File: src/rtl/fetch_stage.sv
// Instruction-fetch stage: PC generation, instruction-SRAM req/gnt/rvalid
// handshake, a single-entry IF/ID buffer, and branch redirect with one delay slot.
module fetch_stage #(
  parameter logic [31:0] RESET_PC = 32'hbfc00000
) (
  input  logic        clk,
  input  logic        rst,
  output logic        inst_req,
  output logic [31:0] inst_addr,
  input  logic        inst_gnt,
  input  logic        inst_rvalid,
  input  logic [31:0] inst_rdata,
  input  logic        id_allowin,
  input  logic        br_valid,
  input  logic [31:0] br_target,
  output logic        if_valid,
  output logic [31:0] if_inst,
  output logic [31:0] if_pc
);

  // One-hot encoding: each output flag is a single state flop.
  typedef enum logic [2:0] {
    S_REQ  = 3'b001,
    S_WAIT = 3'b010,
    S_FULL = 3'b100
  } state_t;

  state_t      state_reg;
  logic [31:0] pc_reg;
  logic [31:0] if_inst_reg;
  logic [31:0] if_pc_reg;
  logic        redir_pend_reg;
  logic [31:0] redir_tgt_reg;

  logic        handoff;
  logic [31:0] next_pc;

  // Decode takes the buffered instruction this cycle.
  assign handoff = (state_reg == S_FULL) && id_allowin;

  // Outputs come straight from flops; no combinational path from inputs.
  assign inst_req  = state_reg[0];
  assign inst_addr = pc_reg;
  assign if_valid  = state_reg[2];
  assign if_inst   = if_inst_reg;
  assign if_pc     = if_pc_reg;

  // Next fetch address: a same-cycle branch wins over a remembered redirect,
  // otherwise sequential (wraps naturally at 32 bits).
  always_comb begin
    next_pc = pc_reg + 32'd4;
    if (br_valid) begin
      next_pc = br_target;
    end else if (redir_pend_reg) begin
      next_pc = redir_tgt_reg;
    end
  end

  // Fetch FSM, PC, IF/ID buffer and redirect capture.
  always_ff @(posedge clk) begin
    if (rst) begin
      state_reg      <= S_REQ;
      pc_reg         <= RESET_PC;
      if_inst_reg    <= 32'd0;
      if_pc_reg      <= 32'd0;
      redir_pend_reg <= 1'b0;
      redir_tgt_reg  <= 32'd0;
    end else begin
      // A redirect that misses the handoff is held until the delay slot
      // is handed off; a later one simply overwrites the target.
      if (handoff) begin
        redir_pend_reg <= 1'b0;
      end else if (br_valid) begin
        redir_pend_reg <= 1'b1;
        redir_tgt_reg  <= br_target;
      end

      case (state_reg)
        S_REQ: begin
          if (inst_gnt) begin
            state_reg <= S_WAIT;
          end
        end
        S_WAIT: begin
          if (inst_rvalid) begin
            if_inst_reg <= inst_rdata;
            if_pc_reg   <= pc_reg;
            state_reg   <= S_FULL;
          end
        end
        S_FULL: begin
          if (id_allowin) begin
            pc_reg    <= next_pc;
            state_reg <= S_REQ;
          end
        end
        default: begin
          state_reg <= S_REQ;
        end
      endcase
    end
  end

endmodule

File: config.mk
export PLATFORM = sky130hd
export DESIGN_NAME = fetch_stage
export DESIGN_NICKNAME = d
export VERILOG_FILES = /design/src/rtl/fetch_stage.sv
export SDC_FILE = /design/constraint.sdc
export NUM_CORES = 1
export LEC_CHECK = 0
export BUFFER_PORTS_ARGS = -buffer_cell sky130_fd_sc_hd__buf_2
export CAP_MARGIN = 20
export CORE_MARGIN = 2
export CORE_UTILIZATION = 45
export CTS_CLUSTER_DIAMETER = 80
export CTS_CLUSTER_SIZE = 10
export DETAILED_ROUTE_END_ITERATION = 8
export GPL_ROUTABILITY_DRIVEN = 0
export PLACE_DENSITY = 0.76
export SLEW_MARGIN = 10
export SYNTH_ARGS = -nofsm -noshare
export SYNTH_HDL_FRONTEND = slang
export SYNTH_SLANG_ARGS = --single-unit
export TNS_END_PERCENT = 30
File: constraint.sdc
create_clock -name clk -period 2.2 [get_ports clk]
set_input_delay 0.44 -clock clk [delete_from_list [all_inputs] [get_ports clk]]
set_output_delay 0.44 -clock clk [all_outputs]
set_load 0.005 [all_outputs]
-- Word-level counts from Yosys, hierarchy flattened
Index checks and enable logic that the tools add are counted.
- order comparisons: 0
- equality and inequality tests: 6
- muxes and demuxes: 6
- add/subtract/negate cells: 1
- divide/modulo/power cells: 0
- bitwise logic cells: 1
- shift-type cells: 0
- multipliers: 0
- reductions and logical operators: 6
- operator list (cell ; count):
    $mux 32 ; 2
    $add 32x3->32 const B ; 1
    $mux 3 ; 3
    $pmux 3 s3 ; 1
    $ne 2x2->1 const B ; 3
    $reduce_and 2->1 ; 3
    $eq 3x1->1 const B ; 1
    $eq 3x2->1 const B ; 1
    $eq 3x3->1 const B ; 1
    $reduce_and 3->1 ; 1
    $reduce_or 2->1 ; 1
    $logic_and 1x1->1 ; 1
    $not 1->1 ; 1
- bits in writable memories: 0
- ROM bits: 0
- bits in registers: 132
- latch bits: 0
- output and inout port bits: 98
- memories: 0

-- Longest topological paths before layout
Gate-level depths: netlist (run 1).
- depth after elaboration: 4
- gate-level depth with buffers: 7

-- Least setup slack after synthesis (run 1)
OpenSTA, ideal clock, no wires.
- path type: register to register
- start: reg pc_reg[2] (netlist: inst_addr[2])
- end: reg pc_reg[20] (netlist: inst_addr[20])
- data required time: 2073 ps
- buffers on the path: 1
- setup slack: 283 ps
- data arrival time: 1790 ps
- cell stages (with the launch flop): 7
- path through: dfxtp_1 -> ha_1 -> nand4_4 -> or4_1 -> buf_2 -> o311ai_1 -> o21ai_1
- longest elaborated chain between the ends: 3
- RTL lines (item ; RTL line ; RTL):
    start, declared ; 29 ; logic [31:0] pc_reg;
    start signal, assigned ; 93 ; pc_reg <= next_pc;
    $add 32x3->32 ; 51 ; next_pc = pc_reg + 32'd4;
    $mux 32 ; 54 ; end else if (redir_pend_reg) begin
    $mux 32 ; 52 ; if (br_valid) begin
No other way between the ends.
A chain may end at the register's enable or synchronous reset.

-- Final worst setup path (run 1)
- start: reg pc_reg[2] (netlist: inst_addr[2])
- end: reg pc_reg[18] (netlist: inst_addr[18])
The elaborated chain is that of the path after synthesis.

==> impl_results.md, run 1 <==
- Most used DFF post-synth: dfxtp_1
- CP max FO: 8
- Buf/Inv on CP: 0
- Psw: 1.271 mW
- Register-to-Register Setup Slack: 0.17 ns
- Synth async-reset ratio: 0%
- Mapped Area: 5767 sq um
- Die X: 117.2 um
- Synth cell types: 60
- Post-CTS sizing: 0
- Share of power burned in registers: 41.8%
- Min-delay worst type: in -> reg
- Period utilization: 92.19%
- Crit-path max cell delay: 0.72 ns
- DR WL/cell: 14.96 um
- Crit start category: flip-flop
- Post-route setup TNS: 0 ns
- Syn. warnings: 0
- Count of final hold-check violations: 0
- Vias per std cell: 5.372
- Remaining DRCs: 0
- Synth Instances: 749
- Synthesis-to-layout area growth: 30.09%
- Post-route ant nets: 0
- WP data arrival: 2.33 ns
- Vias: 5,872
- Post-synthesis sequential area ratio: 45.82%
- Gr ovfl total: 0
- Worst endpoint required time: 2.50 ns
- Port-buffer cells: 167
- Maximum clock frequency: 493.1 MHz
- GRT Util Overall: 24.00%
- DR iter-0 viols: 589
- Chip Height: 117.2 um
- Vias in the first global route: 5,061
- Final setup fails: 0
- Mapped Avg Cell Area: 7.699 sq um
- Slowest CP cell: or4_1
- Hold-fix buffers, CTS: 0
- Postcts setup bufs: 0
- CP delay by family, top: simple AND/OR/NAND/NOR gates
- # diodes: 0
- Post-route minimum period: 2.028 ns
- Root Driver: clkbuf_16
- Yosys reg bits: 132
- Clk pwr share: 51.6%
- Max-Cap Viols: 0
- CTS clock-pin slew for the worst setup and hold paths: 0.06 ns
- Sw Ratio: 21.42%
- Sink Count: 132
- RSZ-0062 raised after global routing: false
- Internal power: 4.664 mW
- Largest net degree at the start of global routing: 65
- Syn nets: 820
- Num CTS Buffers: 17
- H-tree Lvls: 4
- Antenna violations before repair: 0
- Pins Over Slew Limit: 0
- Final Skew: 0.01022 ns
- Die ar.: 13,740 sq um
- EDFF count, synth: 0
- Post-DP HPWL: 11,370 um
- CTS tree: built
- Commonest non-fill, non-tap cell in the layout: nand2_1
- Static Leakage: 3.049 nW
- Core area: 12,570 sq um
- TritonRoute pass-1 iters: 5
- Relative slew slack: 53.19%
- Critical path class: reg -> reg
- First-pass GRT wire length: 25,730 um
- Maximum vdd drop: 493.3 uV
- Element type at the critical path end: flip-flop
- Total wire length: 16,350 um
- Layout cells sized above 1: 26.06%
- Layout net count: 979
- Critical path cell sequence: ha_1, nand4_4, or4_1, a211oi_1, nor3_1
- Worst Tran Pin Value: 0.7021 ns
- Clock Latency Late Sink: 0.42 ns
- Commonest non-fill, non-tap cells in the layout: 226 x nand2_1, 166 x buf_2, 132 x dfxtp_1
- Comb power frac: 6.6%
- Ports: 168
- PD cells: 791.2 nW/um^2
- Starting density of the core: 45.88%
- Core Rows: 41
- Post-Route Utilization: 59.69%
- Clock tree buffer depth: 2
- Outcome: completed
worst paths after layout:
kind              cells past startpoint             to    startpoint
setup reg to reg                      5  inst_addr[18]  inst_addr[2]
setup / recovery                      5  inst_addr[18]  inst_addr[2]
hold / removal                        2      if_pc[21]           rst
hold reg to reg                       2      if_pc[31]     if_pc[31]
through the flow:
stage	std cells	hold WS [ns]	worst slack, ns	cell area, sq um	total power [mW]
after global routing	1093	0.2350	0.03122	7502	6.142
after global placement	1061	0.4389	0.2445	6860	2.914
after floorplan	749	0.4360	0.2829	5767	2.743
after detailed placement	1061	0.4436	0.2033	6860	2.920
after CTS	1093	0.2197	0.1900	7502	5.983
final	1093	0.2340	0.1719	7502	5.936
power groups by stage:
stage	Combinational, mW	Clock [mW]	Sequential, mW
2_1_floorplan	0.218	0	2.52
3_3_place_gp	0.383	0	2.53
3_5_place_dp	0.386	0	2.53
4_1_cts	0.389	3.11	2.48
5_1_grt	0.434	3.22	2.49
6_report	0.392	3.06	2.48
cell type report:
| cell class | count | area [sq um] |
|---|---|---|
| fill | 1155 | 5066 |
| clock inverter | 10 | 177.7 |
| multi-input combinational | 552 | 2897 |
| tap | 172 | 215.2 |
| inverter | 8 | 30.03 |
| clock buffer | 22 | 464.2 |
| sequential | 132 | 2643 |
| timing repair buffer | 197 | 1076 |
synth_stat cells (3+ instances only):
master,n,area share [%]
mux2i_1,4,0.69
o211ai_1,5,0.65
buf_2,4,0.35
clkbuf_1,50,3.3
inv_1,8,0.52
a21oi_1,125,11
nor4_1,3,0.33
a221o_1,5,0.87
nor2_1,23,1.5
nand2b_1,5,0.54
a211oi_1,4,0.52
and4_1,5,0.76
nand2_1,226,15
a22oi_1,10,1.3
o311ai_1,3,0.46
o21ai_0,28,2.4
o21ai_1,4,0.35
a22o_1,8,1.2
o31ai_1,5,0.65
buf_1,3,0.20
nand4_1,13,1.4
dfxtp_1,132,46
and2_1,3,0.33
nand3_1,14,1.2
and3_1,4,0.43
a31oi_1,3,0.33
nor3_1,9,0.78
cell families (layout without fill, tap and decap cells):
kind of cell | count (synthesis) | after routing | synth area share, %
AND/OR/NAND/NOR | 325 | 325 | 25.67
multiplexers | 5 | 5 | 0.8896
buffers and inverters | 65 | 237 | 4.318
flip-flops | 132 | 132 | 45.82
adder cells (fa/ha/maj) | 1 | 1 | 0.2169
XOR/XNOR | 1 | 1 | 0.1519
AO/OA/AOI/OAI | 220 | 220 | 22.93
layer usage:
layer / GRT usage [%] / vias up / share of wire [%]
met2: 36.70 / 213 / 45
met5: 0 / - / 0
met4: 8.941 / 0 / 1.3
met1: 33.03 / 2700 / 47
met3: 5.613 / 18 / 6.7
li1: - / 2941 / -
(Power assumes the default switching activity.)
==> run 2: changes to the inputs <==
--- a/config.mk
+++ b/config.mk
@@ -7,7 +7,7 @@
 export LEC_CHECK = 0
 export BUFFER_PORTS_ARGS = -buffer_cell sky130_fd_sc_hd__buf_2
 export CAP_MARGIN = 20
-export CORE_MARGIN = 2
+export CORE_MARGIN = 1
 export CORE_UTILIZATION = 45
 export CTS_CLUSTER_DIAMETER = 80
 export CTS_CLUSTER_SIZE = 10
==> run 2 against run 1 <==
  * Global-route usage rose by 0.91 points
  * Via count is 0.54% lower
  * First-iteration DRC count grew 0.51%
  * Cell count shrank 0.64%
  * Flip-flop and latch count stayed put
  * Cell area shrank 0.53%
  * Highest routed layer unchanged
==> impl_results.md, run 2 (synthesis results as in run 1) <==
- Outcome: completed
- Postcts setup bufs: 0 (unchanged)
- First-pass GRT wire length: 25,710 um (about the same)
- CTS tree: built
- Hold-fix buffers, CTS: 0 (unchanged)
- Vias in the first global route: 5,117 (+1.1%)
- CP max FO: 8 (unchanged)
- Commonest non-fill, non-tap cell in the layout: nand2_1
- WP data arrival: 2.35 ns (+0.02 ns)
- Relative slew slack: 62.21% (+9.0 points)
- Worst endpoint required time: 2.55 ns (+0.05 ns)
- Ports: 168 (unchanged)
- H-tree Lvls: 4 (unchanged)
- Starting density of the core: 47.03% (+1.1 points)
- Die X: 115.2 um (-1.7%)
- Remaining DRCs: 0 (unchanged)
- Critical path class: reg -> reg
- Final setup fails: 0 (unchanged)
- Chip Height: 115.2 um (-1.7%)
- Final Skew: 0.006807 ns (-0.003413 ns)
- Internal power: 4.409 mW (-5.5%)
- Synthesis-to-layout area growth: 29.40%
- DR WL/cell: 14.90 um (-0.40%)
- Layout cells sized above 1: 26.03% (about the same)
- Placed cells: 1,055 (-0.57%)
- PD cells: 759.2 nW/um^2 (-4.0%)
- Count of final hold-check violations: 0 (unchanged)
- Core Rows: 40 (-2.4%)
- Clk pwr share: 49.3% (-2.3 points)
- Clock Latency Late Sink: 0.42 ns (about the same)
- Post-DP HPWL: 11,240 um (-1.1%)
- GRT Util Overall: 24.91% (+0.91 points)
- Period utilization: 90.74% (-1.4 points)
- Port-buffer cells: 167 (unchanged)
- Vias: 5,840 (-0.54%)
- Max-Cap Viols: 0 (unchanged)
- Die ar.: 13,270 sq um (-3.4%)
- Min-delay worst type: in -> reg
- Element type at the critical path end: flip-flop
- Post-Layout Cell Count: 1,086 (-0.64%)
- Largest net degree at the start of global routing: 48 (-26%)
- Comb power frac: 6.9% (+0.3 points)
- Root Driver: clkbuf_16
- Post-route ant nets: 0 (unchanged)
- CTS clock-pin slew for the worst setup and hold paths: 0.06 ns (about the same)
- Sw Ratio: 22.18% (+0.76 points)
- Layout net count: 977 (-0.20%)
- DR iter-0 viols: 592 (+0.51%)
- Crit start category: flip-flop
- RSZ-0062 raised after global routing: false
- Sink Count: 132 (unchanged)
- Maximum clock frequency: 500.9 MHz (+1.6%)
- Antenna violations before repair: 0 (unchanged)
- Core area: 12,260 sq um (-2.4%)
- Worst Tran Pin Value: 0.5526 ns (-0.1495 ns)
- Pins Over Slew Limit: 0 (unchanged)
- Static Leakage: 3.024 nW (-0.83%)
- Total wire length: 16,190 um (-1.0%)
- Post-route minimum period: 1.996 ns (-0.03183 ns)
- # diodes: 0 (unchanged)
- Num CTS Buffers: 17 (unchanged)
- Vias per std cell: 5.378 (about the same)
- Commonest non-fill, non-tap cells in the layout: 226 x nand2_1, 166 x buf_2, 132 x dfxtp_1
- Maximum vdd drop: 435.4 uV (-12%)
- Post-CTS sizing: 0 (unchanged)
- Gr ovfl total: 0 (unchanged)
- Clock tree buffer depth: 2 (unchanged)
- Psw: 1.257 mW (-1.2%)
- Share of power burned in registers: 43.8% (+2.0 points)
- Post-route setup TNS: 0 ns (unchanged)
- Fillers: 1,108 (-4.1%)
- TritonRoute pass-1 iters: 5 (unchanged)
==> run 2: cell count changes in the layout (fill, tap and decap cells not counted) <==
cell / delta
buf_12: +2
buf_4: -4
bufinv_16: -3
clkbuf_1: -2
clkbuf_8: +3
clkinv_2: -1
clkinv_4: +1
clkinvlp_4: +1
==> run 2: layer usage <==
layer | routed length, um | track usage (%)
met5 | 0 | 0
met4 | 336 | 10.22
met2 | 7182 | 38.11
met3 | 1415 | 6.642
met1 | 7250 | 33.25
==> run 2: stage by stage <==
stage          power (mW)  setup slack [ns]  hold slack, ns  cell area [sq um]  util [%]
3_5_place_dp        2.918            0.2228          0.4436               6865     55.99
4_1_cts             5.715            0.2060          0.2444               7462     60.86
2_1_floorplan       2.743            0.2829          0.4360               5767         -
3_3_place_gp        2.914            0.2585          0.4392               6865     55.99
6_report            5.665            0.2038          0.2587               7462     60.86
5_1_grt             5.872           0.07681          0.2561               7462     60.86
==> run 2: cell type report <==
type | count | area, sq um | share of cell area, %
clock inverter | 8 | 98.84 | 1.325
inverter | 8 | 30.03 | 0.4024
multi-input combinational | 552 | 2897 | 38.82
timing repair buffer | 195 | 1086 | 14.55
clock buffer | 23 | 498.0 | 6.673
sequential | 132 | 2643 | 35.41
tap | 168 | 210.2 | 2.817
==> run 2: critical path, cell delays in order, from the launching register on <==
cell     delay, ns
dfxtp_1       0.33
ha_1          0.25
nand4_4       0.18
or4_1         0.71
o41ai_2       0.26
nand3_1       0.10
o21ai_1       0.09
==> run 2: final timing paths <==
path / startpoint / slack, ns / cells after the start / end
max: inst_addr[2] / 0.20 / 6 / inst_addr[20]
min: inst_rdata[23] / 0.26 / 3 / if_inst[23]
max reg2reg: inst_addr[2] / 0.20 / 6 / inst_addr[20]
min reg2reg: if_inst[12] / 0.45 / 2 / if_inst[12]
==> run 2: power by group through the flow <==
stage	Sequential [mW]	Clock [mW]	Combinational, mW
floorplan	2.52	0	0.218
global placement	2.53	0	0.386
detailed placement	2.53	0	0.388
CTS	2.48	2.85	0.391
global route	2.49	2.95	0.434
finish	2.48	2.79	0.392
==> run 3: changes to the inputs <==
--- a/config.mk
+++ b/config.mk
@@ -7,13 +7,15 @@
 export LEC_CHECK = 0
 export BUFFER_PORTS_ARGS = -buffer_cell sky130_fd_sc_hd__buf_2
 export CAP_MARGIN = 20
+export CELL_PAD_IN_SITES_DETAIL_PLACEMENT = 1
+export CELL_PAD_IN_SITES_GLOBAL_PLACEMENT = 1
 export CORE_MARGIN = 1
-export CORE_UTILIZATION = 45
+export CORE_UTILIZATION = 37
 export CTS_CLUSTER_DIAMETER = 80
 export CTS_CLUSTER_SIZE = 10
 export DETAILED_ROUTE_END_ITERATION = 8
 export GPL_ROUTABILITY_DRIVEN = 0
-export PLACE_DENSITY = 0.76
+export PLACE_DENSITY = 0.85
 export SLEW_MARGIN = 10
 export SYNTH_ARGS = -nofsm -noshare
 export SYNTH_HDL_FRONTEND = slang
==> run 3 against run 2 <==
  * Routed wire length increased by 22%
  * Global-route usage increased by 0.18 points
  * First-iteration DRC count decreased by 42%
  * Largest power group unchanged
==> impl_results.md, run 3 (synthesis results as in run 1) <==
- Synthesis-to-layout area growth: 31.53%
- Gr ovfl total: 0 (unchanged)
- Slowest CP cell: or4_4
- Outcome: completed
- GRT Util Overall: 25.08% (+0.18 points)
- Vias per std cell: 5.503 (+2.3%)
- Post-Route Utilization: 49.89% (-11 points)
- R2R cell count: 5 (-1)
- Post-route ant nets: 0 (unchanged)
- Root Driver: clkbuf_16
- Commonest non-fill, non-tap cell in the layout: nand2_1
- Antenna violations before repair: 0 (unchanged)
- Remaining DRCs: 0 (unchanged)
- Ports: 168 (unchanged)
- Placed cells: 1,079 (+2.3%)
- Max-Cap Viols: 0 (unchanged)
- Vias in the first global route: 5,932 (+16%)
- Critical path class: reg -> reg
- Port-buffer cells: 167 (unchanged)
- Crit-path max cell delay: 0.62 ns (-0.09 ns)
- Pins Over Slew Limit: 0 (unchanged)
- Worst Tran Pin Value: 0.4591 ns (-0.09345 ns)
- Largest net degree at the start of global routing: 65 (+35%)
- DR iter-0 viols: 344 (-42%)
- Relative slew slack: 69.16% (+7.0 points)
- Post-DP HPWL: 13,680 um (+22%)
- Core Rows: 45 (+13%)
- Post-route setup TNS: 0 ns (unchanged)
- Critical Path Stages: 5 (-1)
- Post-Layout Cell Count: 1,110 (+2.2%)
- Final instance area: 7585 sq um (+1.6%)
- DR WL/cell: 17.86 um (+20%)
- Hold WS: 0.2446 ns (-0.01412 ns)
- Final setup fails: 0 (unchanged)
- Area after DPL: 6958 sq um (+1.3%)
- Fillers: 1,895 (+71%)
- Clock tree buffer depth: 2 (unchanged)
- Die ar.: 16,090 sq um (+21%)
- WP data arrival: 2.39 ns (+0.04 ns)
- Commonest non-fill, non-tap cells in the layout: 226 x nand2_1, 166 x buf_2, 132 x dfxtp_1
- Clock Latency Late Sink: 0.43 ns (about the same)
- Core area: 15,200 sq um (+24%)
- Crit start category: flip-flop
- Reg2reg start: inst_addr[7]
- R2R Path End: inst_addr[17]
- Vias: 6,108 (+4.6%)
- CP max FO: 9 (+1)
- CTS tree: built
- Sink Count: 132 (unchanged)
- Die X: 126.8 um (+10%)
- Layout net count: 981 (+0.41%)
- Register-to-Register Setup Slack: 0.17 ns (-0.04 ns)
- Sw Ratio: 22.52% (+0.34 points)
- Buf/Inv on CP: 0 (unchanged)
- Post-route minimum period: 2.033 ns (+0.03723 ns)
- CP startpoint: inst_addr[7]
- Clk pwr share: 51.0% (+1.7 points)
- Count of final hold-check violations: 0 (unchanged)
- Maximum vdd drop: 608.2 uV (+40%)
- HP Start: inst_rdata[16]
- CP delay by family, top: simple AND/OR/NAND/NOR gates
- Static Leakage: 3.068 nW (+1.5%)
- Chip Height: 126.8 um (+10%)
- Worst hold path cell count: 3 (unchanged)
- Total wire length: 19,820 um (+22%)
- Share of power burned in registers: 41.9% (-1.9 points)
- Period utilization: 92.43% (+1.7 points)
- First-pass GRT wire length: 31,570 um (+23%)
- Element type at the critical path end: flip-flop
- Psw: 1.334 mW (+6.1%)
- RSZ-0062 raised after global routing: false
- Critical path capture point: inst_addr[17]
- Final Skew: 0.008170 ns (+0.001363 ns)
- Starting density of the core: 37.93% (-9.1 points)
- PD cells: 780.7 nW/um^2 (+2.8%)
- TritonRoute pass-1 iters: 4 (-1)
- Post-CTS sizing: 0 (unchanged)
- Num CTS Buffers: 17 (unchanged)
- Worst endpoint required time: 2.55 ns (about the same)
- Internal power: 4.588 mW (+4.1%)
- CTS clock-pin slew for the worst setup and hold paths: 0.06 ns (about the same)
- Maximum clock frequency: 491.8 MHz (-1.8%)
- Critical path cell sequence: nand3_2, or4_4, nor4_1, a221oi_1, o22ai_1
- Layout cells sized above 1: 26.14% (+0.10 points)
- # diodes: 0 (unchanged)
- Min-delay worst type: in -> reg
- H-tree Lvls: 4 (unchanged)
- Comb power frac: 7.1% (+0.2 points)
run 3: worst reg2reg max path: stages (launching register included):
cell and delay (ns):
dfxtp_1 0.47, nand3_2 0.26, or4_4 0.62, nor4_1 0.36, a221oi_1 0.12, o22ai_1 0.14
run 3: metrics by stage:
| step | worst slack (ns) | power, mW |
|---|---|---|
| final | 0.1665 | 5.922 |
| after global routing | 0.07289 | 6.109 |
| after CTS | 0.1925 | 5.971 |
| after detailed placement | 0.2517 | 2.941 |
| after global placement | 0.3146 | 2.931 |
| after floorplan | 0.2829 | 2.743 |
run 3: how the worst min path moves through the flow:
stage / end
2_1_floorplan: redir_tgt_reg[3]
3_3_place_gp: if_pc[23]
3_5_place_dp: if_inst[7]
4_1_cts: if_inst[16]
5_1_grt: if_inst[12]
6_report: if_inst[16]
run 3: power by group through the flow:
| stage | logic, mW | clock network, mW | registers, mW |
|---|---|---|---|
| 2_1_floorplan | 0.218 | 0 | 2.52 |
| 3_3_place_gp | 0.403 | 0 | 2.53 |
| 3_5_place_dp | 0.411 | 0 | 2.53 |
| 4_1_cts | 0.417 | 3.07 | 2.48 |
| 5_1_grt | 0.459 | 3.17 | 2.49 |
| 6_report | 0.419 | 3.02 | 2.48 |
run 3: timing repair:
action,in CTS,in global routing
buffers inserted,0,0
setup endpoints to repair,0,1
endpoints found under the hold margin,0,0
hold buffers,0,0
run 3: layout make-up:
type | count | area (sq um) | share of cell area, %
repair buffers | 199 | 1154 | 15.21
clock buffers | 23 | 478.0 | 6.302
flip-flops and latches | 132 | 2643 | 34.84
clock inverters | 8 | 148.9 | 1.963
inverters | 8 | 30.03 | 0.3959
multi-input cells | 552 | 2897 | 38.19
well taps | 188 | 235.2 | 3.101
run 3: routing by layer:
metal	wire length (um)	GRT usage, %
met1	8919	32.24
met2	9286	40.66
met3	1269	6.706
met4	348	8.473
met5	0	0
